File: config.mk
export PLATFORM = sky130hd
export DESIGN_NAME = decode_issue_queue
export DESIGN_NICKNAME = d
export VERILOG_FILES = /design/src/rtl/decode_issue_queue.sv
export SDC_FILE = /design/constraint.sdc
export NUM_CORES = 1
export LEC_CHECK = 0
export CAP_MARGIN = 15
export CORE_MARGIN = 2
export CORE_UTILIZATION = 41
export DETAILED_ROUTE_END_ITERATION = 6
export PLACE_DENSITY = 0.71
export SLEW_MARGIN = 20
export SYNTH_ARGS = -nofsm -noshare
export SYNTH_HDL_FRONTEND = slang
export SYNTH_SLANG_ARGS = --single-unit
File: constraint.sdc
create_clock -name clock_i -period 17.4 [get_ports clock_i]
set_clock_uncertainty 0.15 [all_clocks]
set_input_delay 3.48 -clock clock_i [delete_from_list [all_inputs] [get_ports clock_i]]
set_output_delay 3.48 -clock clock_i [all_outputs]
set_load 0.02 [all_outputs]
File: src/rtl/decode_issue_queue.sv
// Decode-to-dispatch issue queue: DEPTH-entry packet FIFO plus an output register with valid/ready.
// Optional macro DECODE_ISSUE_QUEUE_BYPASS_EN lets a packet skip the empty array straight into the output register.
module decode_issue_queue #(
  parameter int DEPTH            = 8,
  parameter int SKID             = 3,
  parameter int addressSize      = 64,
  parameter int immWidth         = 24,
  parameter int regWidth         = 5,
  parameter int opcodeWidth      = 6,
  parameter int XxoOpcodeWidth   = 10,
  parameter int formatIndexRange = 5
) (
  input  logic                          clock_i,
  input  logic                          reset_i,
  input  logic                          flush_i,
  input  logic                          enable_i,
  input  logic [immWidth-1:0]           imm_i,
  input  logic                          immEnable_i,
  input  logic [regWidth-1:0]           reg1_i,
  input  logic [regWidth-1:0]           reg2_i,
  input  logic [regWidth-1:0]           reg3_i,
  input  logic [1:0]                    reg1Use_i,
  input  logic [1:0]                    reg2Use_i,
  input  logic [1:0]                    reg3Use_i,
  input  logic                          reg1Enable_i,
  input  logic                          reg2Enable_i,
  input  logic                          reg3Enable_i,
  input  logic                          reg3IsImmediate_i,
  input  logic                          bit1_i,
  input  logic                          bit2_i,
  input  logic                          reg2ValOrZero_i,
  input  logic [addressSize-1:0]        instructionAddress_i,
  input  logic [opcodeWidth-1:0]        opcode_i,
  input  logic [XxoOpcodeWidth-1:0]     xOpcode_i,
  input  logic                          xOpcodeEnable_i,
  input  logic [2:0]                    functionalUnitCode_i,
  input  logic [formatIndexRange-1:0]   instructionFormat_i,
  output logic [immWidth-1:0]           imm_o,
  output logic                          immEnable_o,
  output logic [regWidth-1:0]           reg1_o,
  output logic [regWidth-1:0]           reg2_o,
  output logic [regWidth-1:0]           reg3_o,
  output logic [1:0]                    reg1Use_o,
  output logic [1:0]                    reg2Use_o,
  output logic [1:0]                    reg3Use_o,
  output logic                          reg1Enable_o,
  output logic                          reg2Enable_o,
  output logic                          reg3Enable_o,
  output logic                          reg3IsImmediate_o,
  output logic                          bit1_o,
  output logic                          bit2_o,
  output logic                          reg2ValOrZero_o,
  output logic [addressSize-1:0]        instructionAddress_o,
  output logic [opcodeWidth-1:0]        opcode_o,
  output logic [XxoOpcodeWidth-1:0]     xOpcode_o,
  output logic                          xOpcodeEnable_o,
  output logic [2:0]                    functionalUnitCode_o,
  output logic [formatIndexRange-1:0]   instructionFormat_o,
  output logic                          valid_o,
  input  logic                          ready_i,
  output logic                          stall_o,
  output logic [$clog2(DEPTH+1)-1:0]    count_o,
  output logic                          overflow_o
);
  localparam int PW    = $clog2(DEPTH);
  localparam int CW    = $clog2(DEPTH+1);
  localparam int PKT_W = immWidth + 1 + 3*regWidth + 6 + 7 + addressSize + opcodeWidth
                         + XxoOpcodeWidth + 1 + 3 + formatIndexRange;

  // Handshake: dispatch takes the packet on any edge where valid_o && ready_i; the
  // output register then reloads from the head (or bypass) in that same edge.
  logic [PKT_W-1:0] r_mem [DEPTH];
  logic [PKT_W-1:0] r_out_pkt;
  logic [PW-1:0]    r_head, r_tail;
  logic [CW-1:0]    r_count;
  logic             r_valid, r_stall, r_overflow;

  logic [PKT_W-1:0] w_in_pkt;
  logic             w_out_free, w_pop, w_accept, w_bypass, w_write;
  logic [CW-1:0]    w_count_next;

  assign w_in_pkt = {imm_i, immEnable_i, reg1_i, reg2_i, reg3_i, reg1Use_i, reg2Use_i, reg3Use_i,
                     reg1Enable_i, reg2Enable_i, reg3Enable_i, reg3IsImmediate_i, bit1_i, bit2_i,
                     reg2ValOrZero_i, instructionAddress_i, opcode_i, xOpcode_i, xOpcodeEnable_i,
                     functionalUnitCode_i, instructionFormat_i};

  assign {imm_o, immEnable_o, reg1_o, reg2_o, reg3_o, reg1Use_o, reg2Use_o, reg3Use_o,
          reg1Enable_o, reg2Enable_o, reg3Enable_o, reg3IsImmediate_o, bit1_o, bit2_o,
          reg2ValOrZero_o, instructionAddress_o, opcode_o, xOpcode_o, xOpcodeEnable_o,
          functionalUnitCode_o, instructionFormat_o} = r_out_pkt;

  assign w_out_free = !r_valid || ready_i;
  assign w_pop      = !reset_i && !flush_i && w_out_free && (r_count != '0);
  assign w_accept   = enable_i && ((r_count < CW'(DEPTH)) || w_pop);
`ifdef DECODE_ISSUE_QUEUE_BYPASS_EN
  // Empty array and free output register: the packet goes straight to dispatch.
  assign w_bypass   = !reset_i && !flush_i && enable_i && w_out_free && (r_count == '0);
`else
  assign w_bypass   = 1'b0;
`endif
  assign w_write      = !reset_i && !flush_i && w_accept && !w_bypass;
  assign w_count_next = r_count + CW'(w_write) - CW'(w_pop);

  always_ff @(posedge clock_i) begin
    if (w_write) r_mem[r_tail] <= w_in_pkt;
  end

  always_ff @(posedge clock_i) begin
    if (reset_i) begin
      r_head     <= '0;
      r_tail     <= '0;
      r_count    <= '0;
      r_valid    <= 1'b0;
      r_out_pkt  <= '0;
      r_stall    <= 1'b0;
      r_overflow <= 1'b0;
    end else if (flush_i) begin
      r_head  <= '0;
      r_tail  <= '0;
      r_count <= '0;
      r_valid <= 1'b0;
      r_stall <= 1'b0;
    end else begin
      if (w_write) r_tail <= r_tail + 1'b1;
      if (w_pop) begin
        r_head    <= r_head + 1'b1;
        r_out_pkt <= r_mem[r_head];
        r_valid   <= 1'b1;
      end else if (w_bypass) begin
        r_out_pkt <= w_in_pkt;
        r_valid   <= 1'b1;
      end else if (w_out_free) begin
        r_valid <= 1'b0;
      end
      r_count <= w_count_next;
      r_stall <= (w_count_next >= CW'(DEPTH - SKID));
      if (enable_i && !w_accept) r_overflow <= 1'b1;
    end
  end

  assign valid_o    = r_valid;
  assign stall_o    = r_stall;
  assign count_o    = r_count;
  assign overflow_o = r_overflow;
endmodule

* After elaboration in Yosys (flattened, before gate mapping)
Memory sizes are Yosys's and may differ from the RTL's. A register that Yosys moved wholly into a read port is not among the register bits.
Cells that the tools add are included.
** Word-level totals
- Bits in registers :: 13
- Memory bits (writable) :: 1136
- Input port bits :: 147
- Output and inout port bits :: 149
- Logic and storage cells :: 35
- Memories kept :: 1
** Operators by class
- Add/subtract/negate cells :: 4
- $lt $le $gt $ge :: 2
- Muxes and demuxes :: 4
- Bitwise operators :: 1
- Reductions and logical operators :: 17
** Memories
- r_mem :: depth 8, bits a word 142, rd ports 1, clocked after Yosys merged registers in 1, wr ports 1, line 72 : logic [PKT_W-1:0] r_mem [DEPTH];
** Operator list (count)
- $add A3 B1 Y3 const B :: 2
- $logic_and A1 B1 Y1 :: 6
- $add A4 B1 Y4 :: 1
- $ge A4 B3 Y1 const B :: 1
- $logic_not A1 Y1 :: 4
- $lt A4 B4 Y1 const B :: 1
- $mux W1 :: 4
- $reduce_and A2 Y1 :: 2
- $reduce_bool A4 Y1 :: 1
- $sub A4 B1 Y4 :: 1
- $logic_or A1 B1 Y1 :: 2
- $reduce_bool A2 Y1 :: 1
- $reduce_or A2 Y1 :: 1
- $not A1 Y1 :: 1

* Depth between registers and ports, before layout
- Depth in word-level cells :: 10
- Gate-level depth with buffers :: 12
- Depth with buffers taken out :: 12

* Least setup slack after synthesis
OpenSTA, ideal clock, no wires.
- Path type :: input -> register
- Start point :: input port reset_i
- End point :: memory r_mem[0][0] (netlist bit) (enable)
- Library setup time :: 996 ps
- Arrival time :: 17672 ps
- Required time :: 16254 ps
- Slack :: -1418 ps
- Cell stages on the path :: 4
- Buffers on the path :: 1
- Path through :: buf_2 -> nor2_1 -> nand3_1 -> nor4_1
** Between the ends
- Word-level cells in the longest chain between the ends :: 9
** RTL lines
- start, declared :: line 14 : input logic reset_i,
- $logic_not A1 Y1 * :: line 93, 101
- $logic_and A1 B1 Y1 * :: line 93, 101
- $logic_and A1 B1 Y1 (2 in a row) :: line 93 : assign w_pop = !reset_i && !flush_i && w_out_free && (r_count != '0);
- $logic_or A1 B1 Y1 :: line 94 : assign w_accept = enable_i && ((r_count < CW'(DEPTH)) || w_pop);
- $logic_and A1 B1 Y1 :: line 94
- $logic_and A1 B1 Y1 * :: line 101 : assign w_write = !reset_i && !flush_i && w_accept && !w_bypass;
- $mux W1 * :: line 105 : if (w_write) r_mem[r_tail] <= w_in_pkt;
- $mux W1 (not written as such) * :: line 105
- end, declared :: line 72
Every way passes the cells marked *; elsewhere a longest branch is shown, timed or not.

* Worst setup path after layout
- Start point :: input port ready_i
- End point :: memory r_mem[4][64] (netlist bit) (enable)
** Between the ends
- Word-level cells in the longest chain between the ends :: 8
** RTL lines
- start, declared :: line 60 : input logic ready_i,
- $logic_or A1 B1 Y1 :: line 92 : assign w_out_free = !r_valid || ready_i;
- $logic_and A1 B1 Y1 (2 in a row) :: line 93
- $logic_or A1 B1 Y1 :: line 94
- $logic_and A1 B1 Y1 :: line 94
- $logic_and A1 B1 Y1 :: line 101
- $mux W1 :: line 105
- $mux W1 (not written as such) :: line 105
No other way between the ends.

==> summary.md <==
| Metric | Value |
|---|---|
| Status | completed |
| Global placer's final weighted congestion | approximately 0.74 |
| Cell Pwr Density | ~110 nW/um^2 |
| Yosys reg bits | approximately 1.3k |
| Synth cell types | 36 |
| Setup Buffers After CTS | 0 |
| Initial antenna violation count | 23 |
| Pre-CTS setup slack | roughly 9.4 ns |
| Hold buffers post-CTS | 0 |
| Clock root cell | clkbuf_16 |
| Total power | about 6.4 mW |
| Final Util | around half |
| Maximum Capacitance Violations | 0 |
| Synth warn | 0 |
| Met2 WL post-DR | between 50,000 and 60,000 um |
| CP Launch Type | primary input |
| Worst hold path depth | 2 |
| Share of layout cells above drive strength 1 | a little under a quarter |
| Port Buffer Count | 295 |
| Reg2reg path depth | 8 |
| Metal3 WL | between 7000 and 8000 um |
| Final Max Slew Viols | 0 |
| Synthesized area | ~47,000 um^2 |
| Die height | about 340 um |
| Final HPWL DP | 56,710 um |
| Post-synthesis mux area share | ~14% |
| Setup violators final | 0 |
| Req. time, crit path | between 15 and 20 ns |
| Net Count, Synth | ~2.4k |
| Final hold violations | 0 |
| Maximum buffer depth of the clock tree | 3 |
| Leakage | ~17 nW |
| Post-Synth Simple-Gate Area | slightly above 3% |
| Nets | roughly 2.7k |
| Post-Synth XOR/XNOR Area | less than 1% |
| H-tree Lvls | 4 |
| Post-route DRC | 0 |
| First-pass GRT wire length | 158,500 um |
| Peak supply drop | 0.07895 mV |
| Crit path DAT | 7.43 ns |
| FMAX | about 0.14 GHz |
| R2R Setup Slk | ~13 ns |
| Fraction of registers with async set or reset after synthesis | 0% |
| Worst Tran Pin Value | around 1.1 ns |
| Setup repair after global routing missed its margin | no |
| Die area | around 120,000 um^2 |
| Count leader, synth | edfxtp_1 |
| Core area | 114,300 um^2 |
| Yosys top cell by area | edfxtp_1 |
| Fin crit share | 41.58% |
| EDFF count, synth | between 1k and 1.5k |
| Vias in the first global route | between 20k and 25k |
| Post-Synth Adder-Cell Area | 0.2275% |
| Worst hold path type | flip-flop to flip-flop |
| Top routing layer used | met5 |
| Nature of the critical path endpoint | flip-flop |
| Final min period | ~7.2 ns |
| Syn Inst Count | approximately 2.2k |
| Grt ovf | 0 |
| Post-Route WL | 108,400 um |
| Boundary Pins | between 200 and 300 |
| Relative slew slack | approximately a quarter |
| Wire per inst | around 26 um |
| Post-Route Setup TNS | 0 ns |
| Clk pin slew, worst setup/hold paths | 0.06 ns |
| Cts repair resizes | 0 |
| Row cnt | 124 |
| Synth top area share | 72.13% |
| Compound-Gate Fraction of Synth Area | just over 3% |
| Iteration-0 DRC Markers | roughly 1.8k |
| Pre-antenna DRT Iters | 5 |
| Syn_area_per_cell | roughly 22 um^2 |
| Most frequent cells after synthesis | 1,136 x edfxtp_1, 284 x mux4_2, 155 x dfxtp_1 |
| Worst Setup Path Type | primary input to flip-flop |
| Area grow syn2layout | 19.04% |
| CTS tree | done |
| Synth area leaders | edfxtp_1 72%, mux4_2 14%, dfxtp_1 6.6%, o22ai_2 2.1%, nor3_1 1.5% |
| Main synth FF type | edfxtp_1 |
| Via count | between 20k and 25k |
| Pin count of the biggest net entering global routing | between 100 and 150 |
| CP max FO | 45 |
| Sequential fraction of the synthesis area | between 70 and 80% |
| Setup WS post-layout | 10.16 ns |
| Largest family of logic cells by synthesized area | multiplexers |
| Skew-Pair Late Insertion Delay | about 0.74 ns |
| Clk sinks | about 1.3k |
| TritonCTS Buffers | between 100 and 150 |
| Via/cell ratio | between 5 and 6 |
| Met1 WL | between 40,000 and 50,000 um |
| GRT Util Overall | between 15 and 20% |
| Die width | 343.6 um |
| Routed Antenna Nets | 0 |
| Initial Util | about two fifths |
==> kinds of logic after synthesis <==
kind of cell / after synthesis
AOI/OAI and AO/OA: 152
xor gates and xnor gates: 4
adders and majority gates: 8
buffers and inverters: 134
DFF: 1291
muxes: 286
and+or+nand+nor: 321
==> cells in the final DEF (no fill, tap or decap), types with 3 or more instances in the layout <==
master / count
mux4_2: 284
clkbuf_1: 43
clkinv_2: 15
diode_2: 11
clkbuf_8: 13
o22ai_1: 63
inv_1: 7
clkdlybuf4s50_1: 294
buf_4: 34
nand2b_1: 3
dfxtp_1: 153
edfxtp_1: 1136
nor2_4: 3
nor3_1: 142
clkbuf_16: 136
a21oi_1: 4
bufinv_16: 5
xnor2_1: 3
inv_6: 3
nor3_2: 4
nor2_1: 150
ha_1: 7
buf_12: 5
o22ai_2: 80
nand2_1: 5
clkinv_8: 7
clkinvlp_4: 4
clkinv_1: 16
==> stage by stage <==
step                std cells  hold WS [ns]  area, um^2
floorplan                2196        0.3549       47300
global placement         3915        0.3026       51960
detailed placement       3915        0.3131       51960
CTS                      4162        0.3210       56270
global route             4171        0.3482       56300
finish                   4173        0.3165       56300
==> where the power goes <==
group | internal [mW] | total, mW | leakage (nW) | switching [mW]
clock | 1.59 | 2.77 | 2.08 | 1.18
sequential | 3.40 | 3.41 | 11.5 | 0.0132
combinational | 0.0760 | 0.181 | 3.55 | 0.105
==> sequential cells by signal, indices dropped and copies added (netlist names) <==
register    count
r_head          3
r_mem        1136
r_tail          3
count_o         4
valid_o         1
r_out_pkt     142
stall_o         1
overflow_o      1
==> worst max-delay path, cell delays in order <==
cell and delay [ns]:
clkdlybuf4s50_1 0.47, nor2b_1 0.10, o21ai_0 0.41, nand4_1 0.43, nor3_2 0.90, buf_4 0.80, buf_4 0.73
==> path summary, 6_finish.rpt <==
check	from	end
max	ready_i	r_mem[4][64]$_DFFE_PP_
min	overflow_o$_SDFFE_PP0P_	overflow_o$_SDFFE_PP0P_
max reg2reg	count_o[3]$_SDFF_PN0_	r_mem[4][64]$_DFFE_PP_
min reg2reg	overflow_o$_SDFFE_PP0P_	overflow_o$_SDFFE_PP0P_
==> layout make-up <==
class / count / area, um^2
clock buffer: 192 / 3744
sequential: 1291 / 37220
fill: 8950 / 58040
timing repair buffer: 334 / 3309
tap: 1512 / 1892
antenna: 11 / 27.53
clock inverter: 55 / 564.3
multi-input combinational: 771 / 9514
inverter: 7 / 26.28
==> routing by layer <==
metal | vias up | track usage [%]
li1 | 9820 | -
met1 | 12121 | 23.10
met2 | 720 | 30.89
met3 | 180 | 4.443
met4 | 24 | 6.459
met5 | - | 0
Note: power is estimated with default switching activity, not from simulation.
